`src/rtl/dvp_pixel_packer.sv`:
```
// DVP byte-stream capture into the SPI-side write FIFO, framed into package_size-byte packages with a host interrupt.
// Optional build macro DVP_FRAME_HEADER_EN prepends 8'hA5 and the frame counter to every frame.
module dvp_pixel_packer #(
  parameter int                    data_width   = 8,
  parameter int                    package_size = 2000,
  parameter logic [data_width-1:0] PAD_BYTE     = '0
) (
  input  logic                  sys_clk,
  input  logic                  sys_rst_n,
  input  logic                  enable,
  input  logic                  cam_pclk,
  input  logic                  cam_vsync,
  input  logic                  cam_href,
  input  logic [data_width-1:0] cam_data,
  input  logic                  fifo_wr_full,
  output logic                  fifo_wr_en,
  output logic [data_width-1:0] fifo_wr_data,
  input  logic                  intr_ack,
  output logic                  package_ready,
  output logic                  intr_out,
  output logic                  frame_active,
  output logic                  overflow
);
  localparam int            CW   = $clog2(package_size);
  localparam logic [CW-1:0] LAST = CW'(package_size - 1);

  typedef enum logic [2:0] {
    IDLE, WAIT_VS, CAPTURE, PAD
`ifdef DVP_FRAME_HEADER_EN
    , HEADER
`endif
  } state_t;

  logic                  pclk_s1, pclk_s2, pclk_s3, vs_s1, vs_s2, vs_s3, href_s1, href_s2;
  logic [data_width-1:0] data_s1, data_s2, byte_q;
  logic                  stb_q, fs_q, fe_q;
  state_t                state, state_d;
  logic [CW-1:0]         byte_cnt;
  logic                  wr_d, ovf_set, start, active_d, wrap_q;
  logic [data_width-1:0] wr_dat_d;
  logic [7:0]            frame_cnt;
  logic [3:0]            pending;
  logic                  inc, dec;
`ifdef DVP_FRAME_HEADER_EN
  logic                  hdr_idx, hdr_idx_d;
`endif

  // Every cam_* signal sees the same two-flop delay, so data stays aligned with its strobe.
  always_ff @(posedge sys_clk or negedge sys_rst_n) begin
    if (!sys_rst_n) begin
      {pclk_s1, pclk_s2, pclk_s3} <= '0;
      {vs_s1, vs_s2, vs_s3}       <= '0;
      {href_s1, href_s2}          <= '0;
      data_s1 <= '0;
      data_s2 <= '0;
      byte_q  <= '0;
      stb_q   <= 1'b0;
      fs_q    <= 1'b0;
      fe_q    <= 1'b0;
    end else begin
      pclk_s1 <= cam_pclk;  pclk_s2 <= pclk_s1; pclk_s3 <= pclk_s2;
      vs_s1   <= cam_vsync; vs_s2   <= vs_s1;   vs_s3   <= vs_s2;
      href_s1 <= cam_href;  href_s2 <= href_s1;
      data_s1 <= cam_data;  data_s2 <= data_s1;
      byte_q  <= data_s2;
      stb_q   <= pclk_s2 & ~pclk_s3 & href_s2;
      fs_q    <= ~vs_s2 & vs_s3;
      fe_q    <= vs_s2 & ~vs_s3;
    end
  end

  always_comb begin
    state_d  = state;
    wr_d     = 1'b0;
    wr_dat_d = byte_q;
    ovf_set  = 1'b0;
    start    = 1'b0;
`ifdef DVP_FRAME_HEADER_EN
    hdr_idx_d = hdr_idx;
`endif
    case (state)
      IDLE: if (enable) state_d = WAIT_VS;
      WAIT_VS: begin
        if (!enable) state_d = IDLE;
        else if (fs_q) begin
          start = 1'b1;
`ifdef DVP_FRAME_HEADER_EN
          state_d   = HEADER;
          hdr_idx_d = 1'b0;
`else
          state_d = CAPTURE;
`endif
        end
      end
`ifdef DVP_FRAME_HEADER_EN
      HEADER: begin
        if (stb_q) ovf_set = 1'b1;
        if (!fifo_wr_full) begin
          wr_d      = 1'b1;
          wr_dat_d  = hdr_idx ? data_width'(frame_cnt) : data_width'(8'hA5);
          hdr_idx_d = ~hdr_idx;
          if (hdr_idx) state_d = CAPTURE;
        end
      end
`endif
      CAPTURE: begin
        if (stb_q) begin
          if (!fifo_wr_full) wr_d = 1'b1;
          else               ovf_set = 1'b1;
        end
        // Pad only if the count is non-zero after any write landing this same cycle.
        if (fe_q) state_d = (wr_d ? (byte_cnt != LAST) : (byte_cnt != '0)) ? PAD : WAIT_VS;
      end
      PAD: begin
        wr_dat_d = PAD_BYTE;
        if (!fifo_wr_full) begin
          wr_d = 1'b1;
          if (byte_cnt == LAST) state_d = WAIT_VS;
        end
      end
      default: state_d = IDLE;
    endcase
    active_d = (state_d == CAPTURE) || (state_d == PAD);
`ifdef DVP_FRAME_HEADER_EN
    if (state_d == HEADER) active_d = 1'b1;
`endif
  end

  always_ff @(posedge sys_clk or negedge sys_rst_n) begin
    if (!sys_rst_n) begin
      state         <= IDLE;
      byte_cnt      <= '0;
      fifo_wr_en    <= 1'b0;
      fifo_wr_data  <= '0;
      wrap_q        <= 1'b0;
      package_ready <= 1'b0;
      frame_cnt     <= '0;
      overflow      <= 1'b0;
      frame_active  <= 1'b0;
`ifdef DVP_FRAME_HEADER_EN
      hdr_idx       <= 1'b0;
`endif
    end else begin
      state         <= state_d;
      fifo_wr_en    <= wr_d;
      if (wr_d) fifo_wr_data <= wr_dat_d;
      wrap_q        <= wr_d && (byte_cnt == LAST);
      package_ready <= wrap_q;
      if (wr_d) byte_cnt <= (byte_cnt == LAST) ? '0 : byte_cnt + 1'b1;
      if (start) frame_cnt <= frame_cnt + 8'd1;
      if (state_d == IDLE && state != IDLE) overflow <= 1'b0;
      else if (ovf_set)                     overflow <= 1'b1;
      frame_active  <= active_d;
`ifdef DVP_FRAME_HEADER_EN
      hdr_idx       <= hdr_idx_d;
`endif
    end
  end

  assign inc = package_ready;
  assign dec = intr_ack && (pending != 4'd0);

  always_ff @(posedge sys_clk or negedge sys_rst_n) begin
    if (!sys_rst_n) begin
      pending  <= '0;
      intr_out <= 1'b0;
    end else begin
      if (inc && !dec && pending != 4'd15) pending <= pending + 4'd1;
      else if (dec && !inc)                pending <= pending - 4'd1;
      intr_out <= (pending != 4'd0);
    end
  end
endmodule

```
`config.mk`:
```
export PLATFORM = sky130hd
export DESIGN_NAME = dvp_pixel_packer
export DESIGN_NICKNAME = d
export VERILOG_FILES = /design/src/rtl/dvp_pixel_packer.sv
export SDC_FILE = /design/constraint.sdc
export NUM_CORES = 1
export LEC_CHECK = 0
export BUFFER_PORTS_ARGS = -buffer_cell sky130_fd_sc_hd__buf_2
export CORE_MARGIN = 2
export CORE_UTILIZATION = 61
export CTS_CLUSTER_DIAMETER = 80
export DETAILED_ROUTE_END_ITERATION = 12
export GPL_TIMING_DRIVEN = 1
export MAX_ROUTING_LAYER = met4
export PLACE_DENSITY_LB_ADDON = 0.08
export SYNTH_ARGS = -nofsm -noshare
export SYNTH_HDL_FRONTEND = slang
export SYNTH_SLANG_ARGS = --single-unit
```
`constraint.sdc`:
```
create_clock -name sys_clk -period 5.3 [get_ports sys_clk]
set_input_delay 0.265 -clock sys_clk [delete_from_list [all_inputs] [get_ports sys_clk]]
set_output_delay 0.265 -clock sys_clk [all_outputs]
set_load 0.01 [all_outputs]
```
## Word-level counts from Yosys, hierarchy flattened

Cells that the tools add are included.

- Register bits after elaboration: 67
- Input port bits: 16
- Output and inout port bits: 13
- Logic and storage cells: 80

- $add $sub $neg: 3
- Equal/unequal tests: 8
- Mux-type cells: 22
- Bitwise operators: 7
- Reduce and logical (&&, ||, !) cells: 16

Operator list:

| cell | number |
|---|---|
| $mux W3 | 6 |
| $eq A3 B2 Y1 const B | 4 |
| $pmux W3 S4 | 1 |
| $add A11 B1 Y11 const B | 1 |
| $eq A11 B11 Y1 const B | 1 |
| $mux W11 | 1 |
| $ne A11 B11 Y1 const B | 1 |
| $reduce_bool A11 Y1 | 1 |
| $mux W1 | 9 |
| $mux W4 | 2 |
| $mux W8 | 1 |
| $logic_and A1 B1 Y1 | 6 |
| $logic_not A3 Y1 | 2 |
| $add A4 B1 Y4 const B | 1 |
| $and A1 B1 Y1 | 4 |
| $ne A4 B4 Y1 const B | 1 |
| $reduce_bool A2 Y1 | 2 |
| $reduce_bool A4 Y1 | 1 |
| $sub A4 B1 Y4 const B | 1 |
| $eq A3 B1 Y1 const B | 1 |
| $not A1 Y1 | 3 |
| $reduce_bool A3 Y1 | 1 |
| $logic_not A1 Y1 | 2 |
| $mux W2 | 1 |
| 2 further kinds | 2 |

## Longest topological paths before layout

Gate-level depths: netlist of run 1.

- Depth after elaboration: 10
- Mapped depth: 7
- Gate-level depth less buffers: 7

## Worst setup path after synthesis of run 1

No wires, ideal clock.

- Path kind: flip-flop to flip-flop
- Start: register pending[0]
- End: register pending[3]
- Arrival time: 1.930 ns
- Data required time: 5.221 ns
- Slack: 3.291 ns
- Stages on the path, launching flop included: 8
- Path buffers: 0
- Clock period less this slack: 2.009 ns
- Cell sequence: dfrtp_1 nor4_2 o21ai_1 ha_1 a21o_1 a21oi_1 mux2i_1 xor2_1

- Word-level cells in the longest chain between the ends: 6
- Elaborated cells between the ends (all ways): 12

RTL lines:

| element | line | text |
|---|---|---|
| start, declared | 42 | `logic [3:0] pending;` |
| start signal, assigned | 168 | `if (inc && !dec && pending != 4'd15) pending <= pending + 4'd1;` |
| start signal, assigned | 169 | `else if (dec && !inc) pending <= pending - 4'd1;` |
| parallel branches: the longest is 6 deep, another holds $sub A4 B1 Y4 | -- |  |

Parallel ways; which one is timed is not known. The select of a mux whose other input is x is not followed.
A chain may end at the register's enable or synchronous reset.

## Final worst setup path of run 1

Ends and elaborated chain as after synthesis.

==> reports/qor.txt, run 1 <==
Pwr Density: 386 nW/um^2
net count after synthesis: 220
initial drt markers: 117
Static Leak: 0.00140 uW
setup repair bufs after CTS: 0
buffers added on ports: 28
Worst R2R Path Depth: 7
CTS root buf: clkbuf_8
Mapped Cells: 199
Hold-fix buffers, CTS: 0
Final nets: 256
TritonCTS Buffers: 9
area share of the leading cell type in the synthesized netlist: 0.667
Fmax: 454 MHz
Seq/Total Area, Yosys: 0.667
Max-slew headroom: 0.472
slowest cell on the critical path: dfrtp_1
Distinct cells, synth: 46
minimum clock period: 2.20 ns
WP buf/inv: 0
CP top delay family: compound AO/OA/AOI/OAI gates
crit path capture type: flop
top cells by area, synth: dfrtp_1 (67%), nand2_1 (4.2%), nand3_1 (2.6%)
Sink Count: 67
worst-path fanout max: 6
TritonRoute pass-1 iters: 4
mean area per synthesized cell: 12.6 sq um
Top FF cell, synth: dfrtp_1
post_cts resized: 0
DRC: 0
Vias/cell: 5.50
HPWL after detailed placement: 2.77 mm
final wirelength: 4.05 mm
Synthesis Warnings: 0
Max Clock Skew: 0.00795 ns
status: finished clean
remaining global-route overflow: 0
cell count along the critical path: 7
Rows: 23
antenna-violating nets left: 0
initial antenna violation count: 0
fin. max-slew vios: 0
hold crit path type: primary input to flop
Max VDD drop: 272 uV
Worst-path clk slew: 0.07 ns
Tot GR Track Use: 0.214
fin crit share: 0.416
routability cong.: 0.909
Post-synth EDFFs: 0
CTS tree: done
DR vias: 1594
RSZ-0062 raised after global routing: false
Crit Path Class: flop to flop
worst endpoint required time: 5.56 ns
Die Area: 4650 sq um
Hold Crit Depth: 1
Initial Utilization: 0.633
Longest Clk Path Bufs: 2
pin count of the biggest net entering global routing: 68
layout cells sized above 1: 0.221
Top Ports: 29
core area: 3970 sq um
die width: 68.2 microns
Worst setup SP type: flop
Max stage delay on crit path: 0.47 ns
Ant. Diodes: 0
Overall Power: 1120 uW
actual slew at the worst max-slew pin: 0.791 ns
leading area contributor after synthesis: dfrtp_1
Final Hold Viols: 0
DR WL/cell: 14.0 microns
crit path DAT: 2.46 ns
vias in the first global route: 1589
H-tree depth: 3
final setup TNS: 0 ns
Clk Latency, worst-skew pair: 0.33 ns
Syn-to-layout area delta: 15.1%
Post-Syn Area: 2510 sq um
Die Ht: 68.2 microns
Final setup viols: 0
Async SR Flop Fraction: 1.00
crit-path cells: nor4_2, o21ai_1, ha_1, a21o_1, a21oi_1, mux2i_1, xor2_1
Yosys reg bits: 67
Max-Cap Viols: 0
first-pass GRT wire length: 6.80 mm
==> where the power goes <==
part | internal [uW] | switching [uW]
combinational | 53.3 | 57.0
sequential | 551 | 37.5
clock | 233 | 187
total | 837 | 281
==> worst reg2reg max path, stage by stage (launching register included) <==
cell and delay (ns):
dfrtp_1 0.47, nor4_2 0.37, o21ai_1 0.23, ha_1 0.32, a21o_1 0.18, a21oi_1 0.16, mux2i_1 0.23, xor2_1 0.16
==> area by class of cell <==
class	instances	area, sq um
clock inverter	5	60.1
tap	50	62.6
sequential	67	1680
timing repair buffer	29	148
clock buffer	11	141
fill	291	1080
inverter	6	23.8
multi-input combinational	122	782
==> cells in the final DEF (no fill, tap or decap), types with 2 or more instances in the layout <==
cell	synthesis	final
inv_1	5	5
clkinv_2	1	2
nand3b_1	3	3
a31oi_1	2	2
inv_6	0	2
and3_1	2	2
o32ai_1	2	2
nand2_1	28	28
nor4_1	4	4
nor2b_1	3	3
dfrtp_1	67	67
nand3_1	13	13
xor2_1	2	2
mux2i_1	2	2
buf_2	1	28
o21ai_1	2	2
a21oi_1	7	7
nand4_1	3	3
o21ai_0	2	2
nor2_1	10	10
ha_1	4	4
o31ai_1	2	2
clkbuf_8	0	10
nand2b_1	2	2
nor3_1	4	4
xnor2_1	5	5
==> metal layers <==
layer	global-route usage	wire length, microns	up-vias
li1	-	-	763
met1	0.250	1760	781
met2	0.335	2030	41
met3	0.0658	191	9
met4	0.113	76	0
met5	-	0	-
==> registers in the layout, indices dropped and copies added, names as in the netlist, 3 cells and up <==
signal        cells
data_s2           8
byte_q            8
state             3
pending           4
byte_cnt         11
data_s1           8
fifo_wr_data      8
==> stage by stage <==
step / area [sq um] / utilization / hold slack, ns / cells / setup slack [ns]
5_1_grt: 2890 / 0.729 / 0.0129 / 290 / 2.92
6_report: 2890 / 0.729 / 0.0313 / 290 / 3.10
3_5_place_dp: 2690 / 0.678 / 0.336 / 274 / 3.08
4_1_cts: 2890 / 0.729 / 0.0173 / 290 / 3.07
3_3_place_gp: 2690 / 0.678 / 0.332 / 274 / 3.25
2_1_floorplan: 2510 / - / -0.0306 / 199 / 3.29
==> final timing paths <==
| path | end | start | slack (ns) |
|---|---|---|---|
| worst max-delay path | pending[3]$_DFFE_PN0P_ | pending[0]$_DFFE_PN0P_ | 3.10 |
| worst min-delay path | data_s1[7]$_DFF_PN0_ | cam_data[7] | 0.03 |
| worst max register to register | pending[3]$_DFFE_PN0P_ | pending[0]$_DFFE_PN0P_ | 3.10 |
| worst min register to register | data_s2[2]$_DFF_PN0_ | data_s1[2]$_DFF_PN0_ | 0.35 |
| max in group asynchronous | pending[2]$_DFFE_PN0P_ | sys_rst_n | 4.69 |
| min in group asynchronous | byte_cnt[4]$_DFFE_PN0P_ | sys_rst_n | 0.10 |
==> cells in the mapped netlist (2+ instances only) <==
| master | instances |
|---|---|
| xor2_1 | 2 |
| nand2_1 | 28 |
| nor4_1 | 4 |
| nor3_1 | 4 |
| and3_1 | 2 |
| ha_1 | 4 |
| nand3_1 | 13 |
| o21ai_0 | 2 |
| nand4_1 | 3 |
| nand3b_1 | 3 |
| dfrtp_1 | 67 |
| nor2b_1 | 3 |
| a21oi_1 | 7 |
| o21ai_1 | 2 |
| a31oi_1 | 2 |
| nor2_1 | 10 |
| nand2b_1 | 2 |
| inv_1 | 5 |
| xnor2_1 | 5 |
| buf_6 | 2 |
| o32ai_1 | 2 |
| o31ai_1 | 2 |
| mux2i_1 | 2 |
==> logic make-up after synthesis <==
group,after synthesis,share of synthesized area
mux,3,0.0124
other cells,1,0.00149
buf+inv,10,0.0224
simple gates,84,0.188
xor+xnor,7,0.0244
compound gates,22,0.0572
fa+ha+maj,5,0.0279
flops,67,0.667
No activity file was read; power rests on OpenSTA's default activity.
==> run 2: changes to the inputs <==
- ABC_AREA: unset -> 1
- CORE_UTILIZATION: 61 -> 57
- clock period: 5.3 -> 2.1 ns (I/O delays scaled with it)
==> run 2 against run 1 <==
Compared with the run above:
- area after synthesis up 2.6%
- final cell count up 21%
- sequential cell count unchanged
- worst setup slack worse by 2.8 ns
- clock skew about the same
- wire length up 9.3%
- non-clock buffer count up 14
- global-route usage down 0.23 points
- clock-buffer cell count down 1
- critical path depth up 3
- largest power group unchanged
==> reports/qor.txt, run 2 <==
actual slew at the worst max-slew pin: 0.630 ns (was 0.791 ns)
Max VDD drop: 645 uV (was 272 uV)
HPWL after detailed placement: 2.84 mm (was 2.77 mm)
routability cong.: 0.842 (was 0.909)
Worst setup SP type: flop (unchanged)
power share of the sequential group: 0.505 (was 0.526)
Sink Count: 67 (unchanged)
Hold EP: state[0]$_DFF_PN0_ (was data_s1[7]$_DFF_PN0_)
H-tree depth: 3 (unchanged)
mean area per synthesized cell: 10.6 sq um (was 12.6 sq um)
net count after synthesis: 264 (was 220)
Hold Crit Depth: 3 (was 1)
switching part of the total: 0.249 (was 0.251)
leading area contributor after synthesis: dfrtp_1 (unchanged)
Crit Path Class: flop to flop (unchanged)
Seq/Total Area, Yosys: 0.650 (was 0.667)
die width: 71.3 microns (was 68.2 microns)
Worst R2R Path Depth: 10 (was 7)
initial drt markers: 116 (was 117)
crit path capture type: flop (unchanged)
Psw: 734 uW (was 281 uW)
Top Ports: 29 (unchanged)
Async SR Flop Fraction: 1.00 (unchanged)
DR vias: 1727 (was 1594)
Synthesis Warnings: 0 (unchanged)
Post-synth EDFFs: 0 (unchanged)
Worst-path clk slew: 0.07 ns (about the same)
hold slack final: 0.123 ns (was 0.0313 ns)
first-pass GRT wire length: 7.87 mm (was 6.80 mm)
Comb power frac: 0.107 (was 0.099)
buffers added on ports: 28 (unchanged)
Distinct cells, synth: 33 (was 46)
Die Area: 5080 sq um (was 4650 sq um)
Max-Cap Viols: 0 (unchanged)
fin crit share: 0.871 (was 0.416)
Mapped Cells: 243 (was 199)
final wirelength: 4.43 mm (was 4.05 mm)
layout cells sized above 1: 0.207 (was 0.221)
Max Clock Skew: 0.00770 ns (was 0.00795 ns)
register area: 1680 sq um (about the same)
Ant. Diodes: 0 (unchanged)
most common cell in the netlist: dfrtp_1 (unchanged)
fin. max-slew vios: 0 (unchanged)
remaining global-route overflow: 0 (unchanged)
crit path DAT: 2.03 ns (was 2.46 ns)
Top FF cell, synth: dfrtp_1 (unchanged)
final setup TNS: 0 ns (unchanged)
Syn-to-layout area delta: 21.7% (was 15.1%)
Fmax: 547 MHz (was 454 MHz)
DRC: 0 (unchanged)
clock share of power: 0.388 (was 0.375)
Post-Syn Area: 2580 sq um (was 2510 sq um)
Layout Utilization: 0.721 (was 0.729)
worst reg2reg setup slack: 0.27 ns (was 3.10 ns)
most frequent cells in the layout: dfrtp_1 (66), nand2_1 (55), buf_2 (28), inv_1 (26), nand3_1 (20) (was dfrtp_1 (67), nand2_1 (28), buf_2 (28), nand3_1 (13))
worst endpoint required time: 2.31 ns (was 5.56 ns)
Rows: 24 (was 23)
Commonest cells post-synth: dfrtp_1 (67), nand2_1 (56), inv_1 (26) (was dfrtp_1 (67), nand2_1 (28), nand3_1 (13))
hold crit path type: primary input to flop (unchanged)
status: finished clean (unchanged)
initial antenna violation count: 0 (unchanged)
Longest Clk Path Bufs: 2 (unchanged)
P_int: 2210 uW (was 837 uW)
CTS tree: done (unchanged)
RR Endpoint: pending[3]$_DFFE_PN0P_ (unchanged)
max FFs per register: 11 (unchanged)
TritonCTS Buffers: 9 (unchanged)
Final nets: 315 (was 256)
core area: 4350 sq um (was 3970 sq um)
Reg with most FFs: byte_cnt (unchanged)
Final Hold Viols: 0 (unchanged)
TritonRoute pass-1 iters: 4 (unchanged)
Layout fillers: 305 (was 291)
r2r startpoint: pending[0]$_DFFE_PN0P_ (unchanged)
vias in the first global route: 1785 (was 1589)
Yosys reg bits: 67 (unchanged)
Vias/cell: 4.92 (was 5.50)
fin cells: 351 (was 290)
pin count of the biggest net entering global routing: 41 (was 68)
hold path startpoint: enable (was cam_data[7])
Multi-input gate area: 786 sq um (was 782 sq um)
Final setup viols: 0 (unchanged)
Max-slew headroom: 0.580 (was 0.472)
Inst Count DP: 323 (was 274)
Clk Latency, worst-skew pair: 0.33 ns (about the same)
minimum clock period: 1.83 ns (was 2.20 ns)
antenna-violating nets left: 0 (unchanged)
Pwr Density: 939 nW/um^2 (was 386 nW/um^2)
Initial Utilization: 0.593 (was 0.633)
DR WL/cell: 12.6 microns (was 14.0 microns)
Tot GR Track Use: 0.212 (was 0.214)
Static Leak: 0.00159 uW (was 0.00140 uW)
worst-path fanout max: 5 (was 6)
CTS root buf: clkbuf_8 (unchanged)
dpl cell area: 2790 sq um (was 2690 sq um)
Final Instance Area: 3140 sq um (was 2890 sq um)
top cells by area, synth: dfrtp_1 (65%), nand2_1 (8.1%), nand3_1 (4.1%) (was dfrtp_1 (67%), nand2_1 (4.2%), nand3_1 (2.6%))
area share of the leading cell type in the synthesized netlist: 0.650 (was 0.667)
Die Ht: 71.3 microns (was 68.2 microns)
most common cell after layout, fill and taps aside: dfrtp_1 (unchanged)
## run 2: cell types whose count changed in the layout (fill, tap and decap cells not counted), sizes merged, moves of 6 or more
| cell | change |
|---|---|
| nand2 | +29 |
| inv | +21 |
| dlygate4sd3 | +12 |
| nand3 | +9 |
| nor2 | +8 |
| o21ai | +6 |
## run 2: layer usage
layer | wire, microns | global-route usage | up-vias
li1 | - | - | 881
met1 | 2060 | 0.273 | 802
met2 | 2160 | 0.317 | 38
met3 | 143 | 0.0436 | 6
met4 | 65 | 0.117 | 0
met5 | 0 | - | -
## run 2: area by class of cell
| class | count | area share |
|---|---|---|
| sequential | 67 | 0.534 |
| tap | 52 | 0.0207 |
| clock buffer | 10 | 0.0406 |
| multi-input combinational | 146 | 0.250 |
| clock inverter | 6 | 0.0279 |
| timing repair buffer | 43 | 0.0940 |
| inverter | 27 | 0.0323 |
## run 2: worst max-delay path by stage
stage	to	start
final	pending[3]$_DFFE_PN0P_	pending[0]$_DFFE_PN0P_
after floorplan	pending[3]$_DFFE_PN0P_	pending[0]$_DFFE_PN0P_
after global placement	pending[3]$_DFFE_PN0P_	pending[0]$_DFFE_PN0P_
after detailed placement	pending[3]$_DFFE_PN0P_	pending[0]$_DFFE_PN0P_
after global routing	pending[3]$_DFFE_PN0P_	pending[0]$_DFFE_PN0P_
after CTS	pending[3]$_DFFE_PN0P_	pending[0]$_DFFE_PN0P_
## run 2: worst max-delay path: stages, from the launching register on
cell and delay [ns]:
dfrtp_2 0.45, nor2_1 0.12, nand2_1 0.08, nand2_2 0.11, nand3_4 0.11, ha_1 0.29
nand2_1 0.06, nand2_1 0.04, a21oi_1 0.14, o21ai_0 0.13, xor2_1 0.15
## run 2: cell families after synthesis
logic type      count (synthesis)  share of synthesized area
simple gates                  116                      0.206
mux                             1                    0.00436
other cells                     1                    0.00145
fa+ha+maj                       5                     0.0272
buf+inv                        30                     0.0514
compound gates                 18                     0.0427
flops                          67                      0.650
xor+xnor                        5                     0.0170
## run 2: power by group through the flow
stage | Sequential (uW) | Combinational, uW | Clock (uW)
after global routing | 1510 | 376 | 1230
final | 1490 | 317 | 1140
after CTS | 1490 | 315 | 1170
after global placement | 1500 | 281 | 0
after floorplan | 1500 | 195 | 0
after detailed placement | 1510 | 294 | 0
## run 2: metrics by stage
step / worst slack, ns / total power (uW)
2_1_floorplan: 0.313 / 1690
3_3_place_gp: 0.206 / 1780
3_5_place_dp: 0.138 / 1800
4_1_cts: 0.110 / 2970
5_1_grt: -0.00493 / 3110
6_report: 0.271 / 2950
## run 2: repair_timing
item | in CTS | in global routing
endpoints found under the setup margin | 0 | 1
hold endpoints to repair | 38 | 0
hold buffers | 12 | 0
gates resized for setup | 0 | 4
setup buffers | 0 | 0
